===== src/rtl/next_kbd_responder_if.sv =====
// Purpose: upstream key/mouse word handshakes plus host-command status of the NeXT keyboard responder.
// Latency: none, this is only a signal bundle.
// Backpressure: kbd_ready/ms_ready are one-cycle consume pulses; a word stays pending until its pulse.
// Ports: kbd_valid/kbd_data/kbd_ready, ms_valid/ms_data/ms_ready, led/led_valid, host_reset, state.
// Modports: master = upstream translation logic side, slave = responder side.
interface next_kbd_responder_if;
    logic        kbd_valid;
    logic [15:0] kbd_data;
    logic        kbd_ready;
    logic        ms_valid;
    logic [15:0] ms_data;
    logic        ms_ready;
    logic [1:0]  led;
    logic        led_valid;
    logic        host_reset;
    logic [1:0]  state;

    modport master (
        output kbd_valid, kbd_data, ms_valid, ms_data,
        input  kbd_ready, ms_ready, led, led_valid, host_reset, state
    );

    modport slave (
        input  kbd_valid, kbd_data, ms_valid, ms_data,
        output kbd_ready, ms_ready, led, led_valid, host_reset, state
    );
endinterface


===== src/rtl/next_kbd_responder.sv =====
// Purpose: device end of the NeXT keyboard/mouse link; decodes host frames, answers queries with 21-bit frames.
// Latency: response start edge TURN_CLKS after the 8th query-bit sample; each response bit held BIT_CLKS.
// Backpressure: none toward the host; upstream words are taken (ready pulse) only at response start.
// Ports: clk, rst_n (async active-low), from_host (async line in), to_host (line out), up (slave modport).
// Config: NEXT_KBD_MOUSE_EN defined -> mouse queries served from ms_valid/ms_data, else IDLE_MS_WORD.
module next_kbd_responder #(
    parameter int          BIT_CLKS      = 1431,
    parameter int          HALF_CLKS     = 715,
    parameter int          TURN_CLKS     = 2147,
    parameter logic [15:0] IDLE_KBD_WORD = 16'h0080,
    parameter logic [15:0] IDLE_MS_WORD  = 16'h0000
) (
    input  logic                        clk,
    input  logic                        rst_n,
    input  logic                        from_host,
    output logic                        to_host,
    next_kbd_responder_if.slave         up
);
    localparam int MAX_CLKS = (TURN_CLKS > BIT_CLKS) ? TURN_CLKS : BIT_CLKS;
    localparam int TMR_W    = $clog2(MAX_CLKS + 1);

    localparam logic [20:0] RESET_CMD   = 21'b111101111110000000000;
    // Ready frame stored b20..b0; shifted out from b0.
    localparam logic [20:0] READY_FRAME = {1'b1, 9'b0, 2'b11, 9'b0};

    typedef enum logic [2:0] {
        PH_IDLE, PH_HALF, PH_BITS, PH_TURN, PH_SEND, PH_REARM
    } phase_t;

    typedef enum logic [1:0] {
        LINK_UNINIT  = 2'd0,
        LINK_PENDING = 2'd1,
        LINK_ACTIVE  = 2'd2
    } link_t;

    logic [1:0]       sync_q;
    logic             fh_d;
    phase_t           phase;
    link_t            link;
    logic [TMR_W-1:0] tmr;
    logic [4:0]       bit_idx;
    logic [19:0]      rx_sr;
    logic [20:0]      tx_sr;
    logic             is_mouse;
    logic             kbd_ready_q;
    logic             ms_ready_q;
    logic [1:0]       led_q;
    logic             led_valid_q;
    logic             host_reset_q;

    logic             fh_s;
    logic             fall;
    logic [20:0]      rx_nxt;
    logic             kbd_take;
    logic             ms_take;
    logic [15:0]      word;
    logic [20:0]      data_frame;

    assign fh_s   = sync_q[1];
    assign fall   = fh_d & ~fh_s;
    // Newest sample lands in bit 0; after 8 samples [7:0] is the byte, after 21 the whole frame.
    assign rx_nxt = {rx_sr, fh_s};

    always_comb begin
        kbd_take = 1'b0;
        ms_take  = 1'b0;
        word     = IDLE_KBD_WORD;
        if (is_mouse) begin
`ifdef NEXT_KBD_MOUSE_EN
            ms_take = up.ms_valid;
            word    = up.ms_valid ? up.ms_data : IDLE_MS_WORD;
`else
            word    = IDLE_MS_WORD;
`endif
        end else begin
            kbd_take = up.kbd_valid;
            word     = up.kbd_valid ? up.kbd_data : IDLE_KBD_WORD;
        end
    end

`ifndef NEXT_KBD_MOUSE_EN
    // Mouse handshake inputs are deliberately left unconnected in this build.
    logic unused_ms;
    assign unused_ms = ^{up.ms_valid, up.ms_data};
`endif

    // b20..b0: 0, high byte, marker 010, low byte, 0.
    assign data_frame = {1'b0, word[15:8], 3'b010, word[7:0], 1'b0};

    always_ff @(posedge clk or negedge rst_n) begin
        if (!rst_n) begin
            sync_q <= 2'b11;
        end else begin
            sync_q <= {sync_q[0], from_host};
        end
    end

    always_ff @(posedge clk or negedge rst_n) begin
        if (!rst_n) begin
            fh_d         <= 1'b1;
            phase        <= PH_IDLE;
            link         <= LINK_UNINIT;
            tmr          <= '0;
            bit_idx      <= '0;
            rx_sr        <= '0;
            tx_sr        <= '0;
            is_mouse     <= 1'b0;
            to_host      <= 1'b1;
            kbd_ready_q  <= 1'b0;
            ms_ready_q   <= 1'b0;
            led_q        <= 2'b00;
            led_valid_q  <= 1'b0;
            host_reset_q <= 1'b0;
        end else begin
            fh_d         <= fh_s;
            kbd_ready_q  <= 1'b0;
            ms_ready_q   <= 1'b0;
            led_valid_q  <= 1'b0;
            host_reset_q <= 1'b0;
            tmr          <= tmr + 1'b1;
            case (phase)
                PH_IDLE: begin
                    if (fall) begin
                        phase <= PH_HALF;
                        tmr   <= TMR_W'(1);
                    end
                end
                PH_HALF: begin
                    if (tmr == TMR_W'(HALF_CLKS)) begin
                        if (fh_s) begin
                            phase <= PH_IDLE;       // line back high: glitch, not a start bit
                        end else begin
                            phase   <= PH_BITS;
                            tmr     <= TMR_W'(1);
                            bit_idx <= '0;
                        end
                    end
                end
                PH_BITS: begin
                    if (tmr == TMR_W'(BIT_CLKS)) begin
                        tmr   <= TMR_W'(1);
                        rx_sr <= rx_nxt[19:0];
                        if (bit_idx == 5'd7 && rx_nxt[6:0] == 7'b0001000) begin
                            if (link == LINK_UNINIT) begin
                                phase <= PH_IDLE;
                            end else begin
                                phase    <= PH_TURN;
                                is_mouse <= rx_nxt[7];
                            end
                        end else if (bit_idx == 5'd20) begin
                            phase <= PH_IDLE;
                            if (rx_nxt == RESET_CMD) begin
                                link         <= LINK_PENDING;
                                host_reset_q <= 1'b1;
                            end else if (rx_nxt[20:9] == 12'b000000001110 && rx_nxt[6:0] == 7'b0) begin
                                led_q       <= rx_nxt[8:7];
                                led_valid_q <= 1'b1;
                            end
                        end else begin
                            bit_idx <= bit_idx + 1'b1;
                        end
                    end
                end
                PH_TURN: begin
                    if (tmr == TMR_W'(TURN_CLKS)) begin
                        phase   <= PH_SEND;
                        tmr     <= TMR_W'(1);
                        bit_idx <= '0;
                        to_host <= 1'b0;            // start bit
                        if (link == LINK_PENDING) begin
                            tx_sr <= READY_FRAME;
                            link  <= LINK_ACTIVE;
                        end else begin
                            tx_sr       <= data_frame;
                            kbd_ready_q <= kbd_take;
                            ms_ready_q  <= ms_take;
                        end
                    end
                end
                PH_SEND: begin
                    if (tmr == TMR_W'(BIT_CLKS)) begin
                        tmr <= TMR_W'(1);
                        // bit_idx 0..20 drives b0..b20; 21 ends the frame.
                        if (bit_idx == 5'd21) begin
                            to_host <= 1'b1;
                            phase   <= PH_REARM;
                        end else begin
                            to_host <= tx_sr[0];
                            tx_sr   <= {1'b1, tx_sr[20:1]};
                            bit_idx <= bit_idx + 1'b1;
                        end
                    end
                end
                PH_REARM: phase <= PH_IDLE;
                default:  phase <= PH_IDLE;
            endcase
        end
    end

    assign up.kbd_ready  = kbd_ready_q;
    assign up.ms_ready   = ms_ready_q;
    assign up.led        = led_q;
    assign up.led_valid  = led_valid_q;
    assign up.host_reset = host_reset_q;
    assign up.state      = link;
endmodule

===== src/flat_wrapper.sv =====
// flat-port wrapper written by rule: the top's interface ports become plain ports
module next_kbd_responder_flat 
#(
    parameter int          BIT_CLKS      = 1431,
    parameter int          HALF_CLKS     = 715,
    parameter int          TURN_CLKS     = 2147,
    parameter logic [15:0] IDLE_KBD_WORD = 16'h0080,
    parameter logic [15:0] IDLE_MS_WORD  = 16'h0000
)
  (clk, rst_n, from_host, to_host, up_kbd_valid, up_kbd_data, up_ms_valid, up_ms_data, up_kbd_ready, up_ms_ready, up_led, up_led_valid, up_host_reset, up_state);
  next_kbd_responder_if up_i ();
  input  logic clk;
  input  logic rst_n;
  input  logic from_host;
  output logic to_host;
  input wire logic [$bits(up_i.kbd_valid)-1:0] up_kbd_valid;
  input wire logic [$bits(up_i.kbd_data)-1:0] up_kbd_data;
  input wire logic [$bits(up_i.ms_valid)-1:0] up_ms_valid;
  input wire logic [$bits(up_i.ms_data)-1:0] up_ms_data;
  output wire logic [$bits(up_i.kbd_ready)-1:0] up_kbd_ready;
  output wire logic [$bits(up_i.ms_ready)-1:0] up_ms_ready;
  output wire logic [$bits(up_i.led)-1:0] up_led;
  output wire logic [$bits(up_i.led_valid)-1:0] up_led_valid;
  output wire logic [$bits(up_i.host_reset)-1:0] up_host_reset;
  output wire logic [$bits(up_i.state)-1:0] up_state;
  assign up_i.kbd_valid = up_kbd_valid;
  assign up_i.kbd_data = up_kbd_data;
  assign up_i.ms_valid = up_ms_valid;
  assign up_i.ms_data = up_ms_data;
  assign up_kbd_ready = up_i.kbd_ready;
  assign up_ms_ready = up_i.ms_ready;
  assign up_led = up_i.led;
  assign up_led_valid = up_i.led_valid;
  assign up_host_reset = up_i.host_reset;
  assign up_state = up_i.state;
  next_kbd_responder #(.BIT_CLKS(BIT_CLKS), .HALF_CLKS(HALF_CLKS), .TURN_CLKS(TURN_CLKS), .IDLE_KBD_WORD(IDLE_KBD_WORD), .IDLE_MS_WORD(IDLE_MS_WORD)) u_core (.clk(clk), .rst_n(rst_n), .from_host(from_host), .to_host(to_host), .up(up_i));
endmodule

===== config.mk =====
export PLATFORM = sky130hd
export DESIGN_NAME = next_kbd_responder_flat
export DESIGN_NICKNAME = d
export VERILOG_FILES = /design/src/rtl/next_kbd_responder_if.sv /design/src/rtl/next_kbd_responder.sv /design/src/flat_wrapper.sv
export SDC_FILE = /design/constraint.sdc
export NUM_CORES = 1
export LEC_CHECK = 0
export BUFFER_PORTS_ARGS = -buffer_cell sky130_fd_sc_hd__buf_4
export CAP_MARGIN = 20
export CELL_PAD_IN_SITES_DETAIL_PLACEMENT = 1
export CELL_PAD_IN_SITES_GLOBAL_PLACEMENT = 2
export CORE_UTILIZATION = 40
export DETAILED_ROUTE_END_ITERATION = 12
export PLACE_DENSITY_LB_ADDON = 0.25
export REMOVE_ABC_BUFFERS = 1
export SETUP_SLACK_MARGIN = 0.2
export SYNTH_ARGS = -nofsm -noshare
export SYNTH_HDL_FRONTEND = slang
export SYNTH_SLANG_ARGS = --single-unit

===== constraint.sdc =====
create_clock -name clk -period 4.1 [get_ports clk]
set_input_delay 0.615 -clock clk [delete_from_list [all_inputs] [get_ports clk]]
set_output_delay 0.615 -clock clk [all_outputs]
set_load 0.01 [all_outputs]

==> results of run 1 <==
## sequential cells by signal, summed over array words and instances, names as in the netlist
register	flops
u_core.bit_idx	5
u_core.fh_d	1
u_core.is_mouse	1
u_core.phase	3
u_core.rx_sr	20
u_core.sync_q	2
u_core.tmr	12
u_core.to_host	1
u_core.tx_sr	21
u_core.up.host_reset	1
u_core.up.kbd_ready	1
u_core.up.led	2
u_core.up.led_valid	1
u_core.up.state	2
## kinds of logic (layout without fill, tap and decap cells)
| family | Yosys count | in the layout | synth area share (%) |
|---|---|---|---|
| XOR/XNOR | 11 | 11 | 2.717 |
| buffers and inverters | 24 | 53 | 3.775 |
| AND/OR/NAND/NOR | 118 | 118 | 17.93 |
| flip-flops | 73 | 73 | 51.66 |
| adder cells (fa/ha/maj) | 4 | 4 | 1.411 |
| multiplexers | 27 | 27 | 8.539 |
| AO/OA/AOI/OAI | 73 | 73 | 13.87 |
| other | 1 | 1 | 0.1058 |
## stage by stage
stage | cells | instance area, um^2 | worst slack, ns | hold WS, ns
after detailed placement | 449 | 3791 | 1.425 | 0.3523
after floorplan | 315 | 3442 | 1.906 | 0.3194
after CTS | 465 | 4013 | 1.408 | 0.3535
final | 465 | 4013 | 1.428 | 0.3632
after global routing | 465 | 4013 | 1.170 | 0.3444
after global placement | 449 | 3791 | 1.455 | 0.3461
## layout by cell type (no fill, tap or decap), drive strengths merged, types with 5 or more instances in the layout
cell,n
dfrtp,69
nand2,33
buf,29
o21ai,28
mux2,26
nor2,25
a22oi,16
inv,12
nand4,10
nand3,9
clkbuf,9
xor2,8
a21oi,7
and2,6
nor3,6
a31oi,5
## power by group through the flow
stage / clock (uW) / sequential (uW) / combinational [uW]
after floorplan: 0 / 931 / 364
after global placement: 0 / 958 / 500
after detailed placement: 0 / 965 / 513
after CTS: 636 / 952 / 518
after global routing: 666 / 967 / 581
final: 613 / 952 / 509
## path summary, 6_finish.rpt
kind                                  startpoint          endpoint
worst max-delay path               u_core.tmr[0]   u_core.rx_sr[0]
worst min-delay path            u_core.sync_q[0]  u_core.sync_q[1]
worst max register to register     u_core.tmr[0]   u_core.rx_sr[0]
worst min register to register  u_core.sync_q[0]  u_core.sync_q[1]
max in group asynchronous                  rst_n   u_core.phase[1]
min in group asynchronous                  rst_n   u_core.tx_sr[4]
## per-layer routing
metal  share of wire, %  routed length [um]  vias up
li1                   -                   -     1246
met1                 50                3825     1295
met2                 46                3584       30
met3                2.7                 208       10
met4                1.3                 102        0
met5                  0                   0        -
## area by class of cell
cell class                 count  area (um^2)  share of cell area (%)
inverter                       8        30.03                  0.7484
timing repair buffer          29        217.7                   5.426
sequential                    73         1832                   45.65
clock inverter                 7        97.59                   2.432
tap                          105        131.4                   3.274
multi-input combinational    234         1580                   39.38
clock buffer                   9        123.9                   3.087
==> impl_metrics.env, run 1 <==
export IMPL_drv_cap=0
export IMPL_min_period_over_period_pct=65.17
export IMPL_vias=2581
export IMPL_cts_tree="done"
export IMPL_async_flop_share_pct=100.0
export IMPL_worstHoldPathCells=0
export IMPL_combPwrFrac_pct=24.5
export IMPL_finalPower_uw=2074
export IMPL_path_cells="ha_1, and3_1, and3_1, nand2_1, mux2_2"
export IMPL_yosysSeqAreaShare_pct=51.66
export IMPL_tightest_slew_ns=0.9070
export IMPL_sw_frac_of_total_pct=35.92
export IMPL_synth_edf_count=0
export IMPL_crit_path_frequent_cell="and3_1"
export IMPL_post_cts_buffers=0
export IMPL_slew_viol_final=0
export IMPL_yosys_area_top_type="dfrtp_1"
export IMPL_grt_usage_pct=18.87
export IMPL_via_per_inst=5.551
export IMPL_first_pass_iters=4
export IMPL_grt_pass1_vias=2578
export IMPL_synthDominantCellAreaShare_pct=48.69
export IMPL_ys_warn_count=0
export IMPL_fin_util_pct=47.87
export IMPL_synth_seq_cells=73
export IMPL_die_height_um=96.15
export IMPL_hold_viol_final=0
export IMPL_post_route_min_period_ns=2.672
export IMPL_num_rows=33
export IMPL_fin_nets=396
export IMPL_busiest_layer="met2"
export IMPL_n_antenna_cell=0
export IMPL_cp_depth=5
export IMPL_synth_main_ff_cell="dfrtp_1"
export IMPL_worstSetupPathType="reg2reg"
export IMPL_min_path_type="reg2reg"
export IMPL_wirelength_mm=7.721
export IMPL_antenna_found_initial=0
export IMPL_critical_path_top_delay_family="simple AND/OR/NAND/NOR gates"
export IMPL_fmax_mhz=374.2
export IMPL_drc_errors=0
export IMPL_yosysMostFrequentCell="dfrtp_1"
export IMPL_die_w_um=96.15
export IMPL_met2_usage_pct=29.79
export IMPL_syn_inst=331
export IMPL_rsz0062_at_grt="no"
export IMPL_overflow=0
export IMPL_critPathCaptureType="register"
export IMPL_cts_hold_buffers_added=0
export IMPL_cts_repair_resize_count=0
export IMPL_grtUsageMet3_pct=3.555
export IMPL_wl_per_cell_um=16.60
export IMPL_cp_slowest_cell="nand2_1"
export IMPL_die_area_um2=9245
export IMPL_io_buffers=27
export IMPL_fin_tns_setup_ns=0
export IMPL_cts_buffer_depth=2
export IMPL_clock_latency_ns=0.35
export IMPL_r2r_slack_ns=1.43
export IMPL_synth_top_cells_by_count="69 x dfrtp_1, 33 x nand2_1, 26 x mux2_2"
export IMPL_grt_use_met1_pct=25.79
export IMPL_synth_avg_cell_area_um2=10.71
export IMPL_yosysUniqueCellTypes=54
export IMPL_ios=46
export IMPL_power_leakage_uw=0.001875
export IMPL_clockPowerShare_pct=29.6
export IMPL_drive_gt1_share_pct=23.33
export IMPL_hpwl_mm=5.398
export IMPL_grt_pass1_wl_mm=13.13
export IMPL_root_buffer="clkbuf_8"
export IMPL_relSlewSlack_pct=39.53
export IMPL_finClkSkew_ns=0.01330
export IMPL_cpPeakStageDelay_ns=0.58
export IMPL_required_ns=4.33
export IMPL_initial_core_util_pct=42.30
export IMPL_critPathMaxFanout=20
export IMPL_pwr_density_cell_nw_per_um2=517.0
export IMPL_core_area_um2=8382
export IMPL_clock_sinks=73
export IMPL_p_int_uw=1329
export IMPL_globalplace_congestion=0.7592
export IMPL_worstRegToRegCells=5
export IMPL_p_switching_uw=745.1
export IMPL_synth_area_um2=3546
export IMPL_htreeDepth=3
export IMPL_ant_nets=0
export IMPL_seqPwrFrac_pct=45.9
export IMPL_areaGrowthSynthToFinish_pct=13.16
export IMPL_grt_max_degree=74
export IMPL_final_setup_viol_count=0
export IMPL_vdd_drop_max_mv=0.1874
export IMPL_synth_top_cells_by_area="dfrtp_1 49%, mux2_2 8.3%, nand2_1 3.5%"
export IMPL_drtIter0Drc=96
export IMPL_fillers=945
export IMPL_clk_pin_slew_ns=0.09
export IMPL_arrival_ns=2.90
export IMPL_crit_buf_inv=0
export IMPL_crit_path_start_kind="register"
export IMPL_status="finished, final reports clean"
export IMPL_cts_buffers=9
No activity file was read; power rests on OpenSTA's default activity.
==> run 2, diff against run 1 <==
- CORE_UTILIZATION: 40 -> 34
- clock period: 4.1 -> 2.4 ns (I/O delays scaled with it)
==> run 2 against run 1 <==
Net effect:
- die area is 17% higher
- sequential share of layout area is 1.4 points lower
- maximum frequency is 25% higher
- clock power is 35% higher
- sequential power is 65% higher
- non-clock buffer count is 16 higher
- first-iteration DRC count is 17% higher
- cell count is 9.5% higher
- power is 67% higher
- combinational power is 110% higher
- largest power group unchanged
==> impl_metrics.env, run 2 (same netlist as run 1, synthesis figures left out) <==
export IMPL_status="finished, final reports clean"
export IMPL_worstRegToRegCells=6
export IMPL_fin_util_pct=41.62
export IMPL_globalplace_congestion=0.7794
export IMPL_finalPower_uw=3456
export IMPL_hold_slack_ns=0.001516
export IMPL_cts_buffer_depth=2
export IMPL_fmax_mhz=469.5
export IMPL_fin_nets=412
export IMPL_areaGrowthSynthToFinish_pct=16.83
export IMPL_core_area_um2=9955
export IMPL_required_ns=2.64
export IMPL_min_period_over_period_pct=88.75
export IMPL_grt_pass1_wl_mm=13.84
export IMPL_cp_slowest_cell="dfrtp_1"
export IMPL_post_route_min_period_ns=2.130
export IMPL_power_leakage_uw=0.001930
export IMPL_hold_viol_final=0
export IMPL_grt_max_degree=74
export IMPL_finClkSkew_ns=0.006532
export IMPL_relSlewSlack_pct=66.98
export IMPL_die_area_um2=10840
export IMPL_vdd_drop_max_mv=0.3322
export IMPL_path_cells="nor4_2, nand2_1, nor4_1, a21oi_1, nor3_2, mux2_2"
export IMPL_vias=2635
export IMPL_grt_pass1_vias=2664
export IMPL_slew_viol_final=0
export IMPL_cpPeakStageDelay_ns=0.40
export IMPL_via_per_inst=5.177
export IMPL_tightest_slew_ns=0.4908
export IMPL_wl_per_cell_um=15.98
export IMPL_io_buffers=27
export IMPL_critPathCaptureType="register"
export IMPL_root_buffer="clkbuf_8"
export IMPL_num_rows=36
export IMPL_ios=46
export IMPL_layout_cells_most_common="dfrtp_1"
export IMPL_fillers=1125
export IMPL_first_pass_iters=4
export IMPL_r2r_end="u_core.up.state[1]"
export IMPL_drive_gt1_share_pct=27.13
export IMPL_final_cell_mix="69 x dfrtp_1, 44 x buf_4, 33 x nand2_1, 26 x mux2_2, 25 x nor2_1"
export IMPL_initial_core_util_pct=35.62
export IMPL_htreeDepth=3
export IMPL_crit_path_start_kind="register"
export IMPL_grt_usage_pct=16.28
export IMPL_r2r_slack_ns=0.27
export IMPL_crit_buf_inv=0
export IMPL_regMostFlops="u_core.tx_sr"
export IMPL_cts_tree="done"
export IMPL_arrival_ns=2.37
export IMPL_ant_nets=0
export IMPL_clock_sinks=73
export IMPL_die_height_um=104.1
export IMPL_final_setup_viol_count=0
export IMPL_antenna_found_initial=0
export IMPL_drc_errors=0
export IMPL_largest_reg_flops=21
export IMPL_die_w_um=104.1
export IMPL_min_path_type="in2async"
export IMPL_hpwl_mm=5.663
export IMPL_reg_top3="u_core.tx_sr x21, u_core.rx_sr x20, u_core.tmr x12"
export IMPL_clk_pin_slew_ns=0.08
export IMPL_pwr_density_cell_nw_per_um2=834.3
export IMPL_drv_cap=0
export IMPL_cts_buffers=9
export IMPL_drtIter0Drc=112
export IMPL_clock_latency_ns=0.35
export IMPL_rsz0062_at_grt="yes"
export IMPL_startpoint="u_core.rx_sr[0]"
export IMPL_critical_path_top_delay_family="simple AND/OR/NAND/NOR gates"
export IMPL_reg2reg_from="u_core.rx_sr[0]"
export IMPL_n_antenna_cell=0
export IMPL_critPathMaxFanout=3
export IMPL_wirelength_mm=8.133
export IMPL_overflow=0
export IMPL_worstSetupPathType="reg2reg"
export IMPL_fin_tns_setup_ns=0
==> run 2: worst max path at each step <==
stage,to,slack [ns],cells past startpoint
after CTS,u_core.phase[1],0.21,7
after global placement,u_core.phase[1],0.25,7
final,u_core.up.state[1],0.27,6
after floorplan,u_core.tx_sr[20],0.21,6
after detailed placement,u_core.phase[1],0.24,6
after global routing,u_core.tx_sr[20],0.19,7
==> run 2: cell type report <==
class,count,area (um^2),share of cell area (%)
Sequential cell,73,1832,44.22
Multi-Input combinational cell,234,1609,38.84
Timing Repair Buffer,45,350.3,8.457
Tap cell,133,166.4,4.017
Clock buffer,12,135.1,3.262
Inverter,8,30.03,0.7249
Clock inverter,4,20.02,0.4832
==> run 2: timing repair <==
item / in CTS / in global routing
buffers inserted: 0 / 1
hold buffers: 0 / 0
setup endpoints to repair: 0 / 33
gates resized for setup: 0 / 6
==> run 2: metrics by stage <==
step                setup slack (ns)  cells  area (um^2)
finish                        0.2700    509         4143
global placement              0.2522    492         3951
detailed placement            0.2428    492         3951
CTS                           0.2133    508         4106
global route                  0.1890    509         4143
floorplan                     0.2064    315         3442
==> run 2: power by group <==
| part | switching (uW) | internal (uW) |
|---|---|---|
| combinational | 632 | 432 |
| clock | 456 | 369 |
| sequential | 144 | 1420 |
==> run 2: layer usage <==
metal | track usage [%] | vias up | routed length (um)
met5 | 0 | - | 0
li1 | - | 1282 | -
met1 | 22.37 | 1325 | 4046
met4 | 6.735 | 0 | 137
met2 | 24.71 | 17 | 3785
met3 | 3.634 | 11 | 163
==> run 3, diff against run 2 <==
- CORE_MARGIN: not set -> 2
==> run 3 against run 2 <==
Net effect:
- non-clock buffer count up 6
- worst setup slack gained 0.046 ns
- core utilization is 0.37 points higher
- hold slack gained 0.011 ns
- critical path depth increased by 1
- clock power is 25% higher
- final area grew 3.7%
- combinational power is essentially flat
- register-to-register slack improved by 0.05 ns
- sequential share of layout area shrank 1.6 points
- critical path type unchanged
- critical endpoint unchanged
- largest cell class unchanged
- highest routed layer unchanged
==> impl_metrics.env, run 3 (same netlist as run 1, synthesis figures left out) <==
export IMPL_initial_core_util_pct=34.66
export IMPL_ant_nets=0
export IMPL_grt_pass1_vias=2782
export IMPL_n_antenna_cell=0
export IMPL_die_area_um2=11260
export IMPL_critPathCaptureType="register"
export IMPL_via_per_inst=5.102
export IMPL_setup_ws_ns=0.3163
export IMPL_final_setup_viol_count=0
export IMPL_hold_slack_ns=0.01247
export IMPL_slew_viol_final=0
export IMPL_grt_usage_pct=15.86
export IMPL_cts_buffer_depth=2
export IMPL_wl_per_cell_um=15.88
export IMPL_io_buffers=27
export IMPL_finClkSkew_ns=0.01178
export IMPL_tightest_slew_ns=0.6213
export IMPL_crit_buf_inv=1
export IMPL_areaGrowthSynthToFinish_pct=21.14
export IMPL_hold_viol_final=0
export IMPL_drv_cap=0
export IMPL_globalplace_congestion=0.7605
export IMPL_vdd_drop_max_mv=0.3275
export IMPL_final_area_um2=4295
export IMPL_dp_slack_ns=0.1082
export IMPL_clock_sinks=73
export IMPL_final_cell_mix="69 x dfrtp_1, 48 x buf_4, 33 x nand2_1, 26 x mux2_2, 24 x nor2_1"
export IMPL_arrival_ns=2.33
export IMPL_r2r_slack_ns=0.32
export IMPL_vias=2643
export IMPL_min_path_type="in2async"
export IMPL_fin_nets=418
export IMPL_first_pass_iters=4
export IMPL_post_route_min_period_ns=2.084
export IMPL_dpl_cell_area_um2=4010
export IMPL_worstSetupPathType="reg2reg"
export IMPL_drc_errors=0
export IMPL_crit_path_start_kind="register"
export IMPL_overflow=0
export IMPL_crit_path_frequent_cell="nand2_1"
export IMPL_die_height_um=106.1
export IMPL_largest_reg_flops=21
export IMPL_path_cells="nor4_2, nand4_1, nand2_1, buf_4, nand2_1, nor3_2, mux2_2"
export IMPL_htreeDepth=3
export IMPL_relSlewSlack_pct=58.58
export IMPL_core_area_um2=10230
export IMPL_clk_pin_slew_ns=0.09
export IMPL_reg2reg_from="u_core.tmr[8]"
export IMPL_status="finished, final reports clean"
export IMPL_power_leakage_uw=0.001995
export IMPL_cpPeakStageDelay_ns=0.45
export IMPL_cp_depth=7
export IMPL_finalPower_uw=3692
export IMPL_r2r_end="u_core.up.state[1]"
export IMPL_cts_hold_buffers_added=0
export IMPL_worstRegToRegCells=7
export IMPL_min_period_over_period_pct=86.82
export IMPL_die_w_um=106.1
export IMPL_reg_top3="u_core.tx_sr x21, u_core.rx_sr x20, u_core.tmr x12"
export IMPL_rsz0062_at_grt="yes"
export IMPL_antenna_found_initial=0
export IMPL_required_ns=2.64
export IMPL_fin_tns_setup_ns=0
export IMPL_fillers=1139
export IMPL_regMostFlops="u_core.tx_sr"
export IMPL_drive_gt1_share_pct=29.06
export IMPL_critical_path_top_delay_family="simple AND/OR/NAND/NOR gates"
export IMPL_wirelength_mm=8.225
export IMPL_grt_max_degree=44
export IMPL_cp_slowest_cell="dfrtp_1"
export IMPL_pwr_density_cell_nw_per_um2=859.4
export IMPL_layout_cells_most_common="dfrtp_1"
export IMPL_grt_pass1_wl_mm=14.06
export IMPL_num_rows=37
export IMPL_clock_latency_ns=0.36
export IMPL_hpwl_mm=5.798
export IMPL_ios=46
export IMPL_root_buffer="clkbuf_8"
export IMPL_cts_tree="done"
export IMPL_fmax_mhz=479.9
export IMPL_cts_buffers=9
export IMPL_drtIter0Drc=63
export IMPL_critPathMaxFanout=5
-- run 3: routing by layer --
metal	global-route usage, %	up-vias	wire [um]
li1	-	1286	-
met1	22.23	1324	4169
met2	24.40	23	3757
met3	3.372	10	156
met4	5.357	0	141
met5	0	-	0
-- run 3: report_power, final --
group	internal (uW)	total (uW)	switching, uW
logic	442	1090	644
clock network	521	1030	511
registers	1420	1570	152
-- run 3: repair_timing --
action	4_1_cts	5_1_grt
resized for setup	2	7
endpoints found under the setup margin	12	16
pin swaps	0	2
setup buffers	0	3
-- run 3: through the flow --
| stage | utilization [%] | instances |
|---|---|---|
| after global placement | 39.20 | 499 |
| final | 41.98 | 518 |
| after CTS | 41.35 | 515 |
| after floorplan | - | 315 |
| after detailed placement | 39.20 | 499 |
| after global routing | 41.98 | 518 |
-- run 3: worst register-to-register path, cell delays in order, from the launching register on --
cell	delay (ns)
dfrtp_1	0.45
nor4_2	0.43
nand4_1	0.20
nand2_1	0.13
buf_4	0.14
nand2_1	0.06
nor3_2	0.20
mux2_2	0.36
-- run 3: worst max-delay path by stage --
stage,from,end,slack [ns]
6_report,u_core.tmr[8],u_core.up.state[1],0.32
4_1_cts,u_core.tmr[9],u_core.up.state[1],0.21
3_3_place_gp,u_core.tmr[9],u_core.tmr[11],0.13
5_1_grt,u_core.rx_sr[0],u_core.up.state[1],0.18
2_1_floorplan,u_core.tmr[0],u_core.tx_sr[20],0.21
3_5_place_dp,u_core.tmr[9],u_core.tmr[2],0.11
-- run 3: final cells by class --
type	count	area, um^2	area share, %
Clock buffer	10	137.6	3.204
Multi-Input combinational cell	234	1632	37.98
Timing Repair Buffer	51	420.4	9.787
Tap cell	136	170.2	3.962
Clock inverter	6	73.82	1.719
Sequential cell	73	1832	42.64
Inverter	8	30.03	0.6991
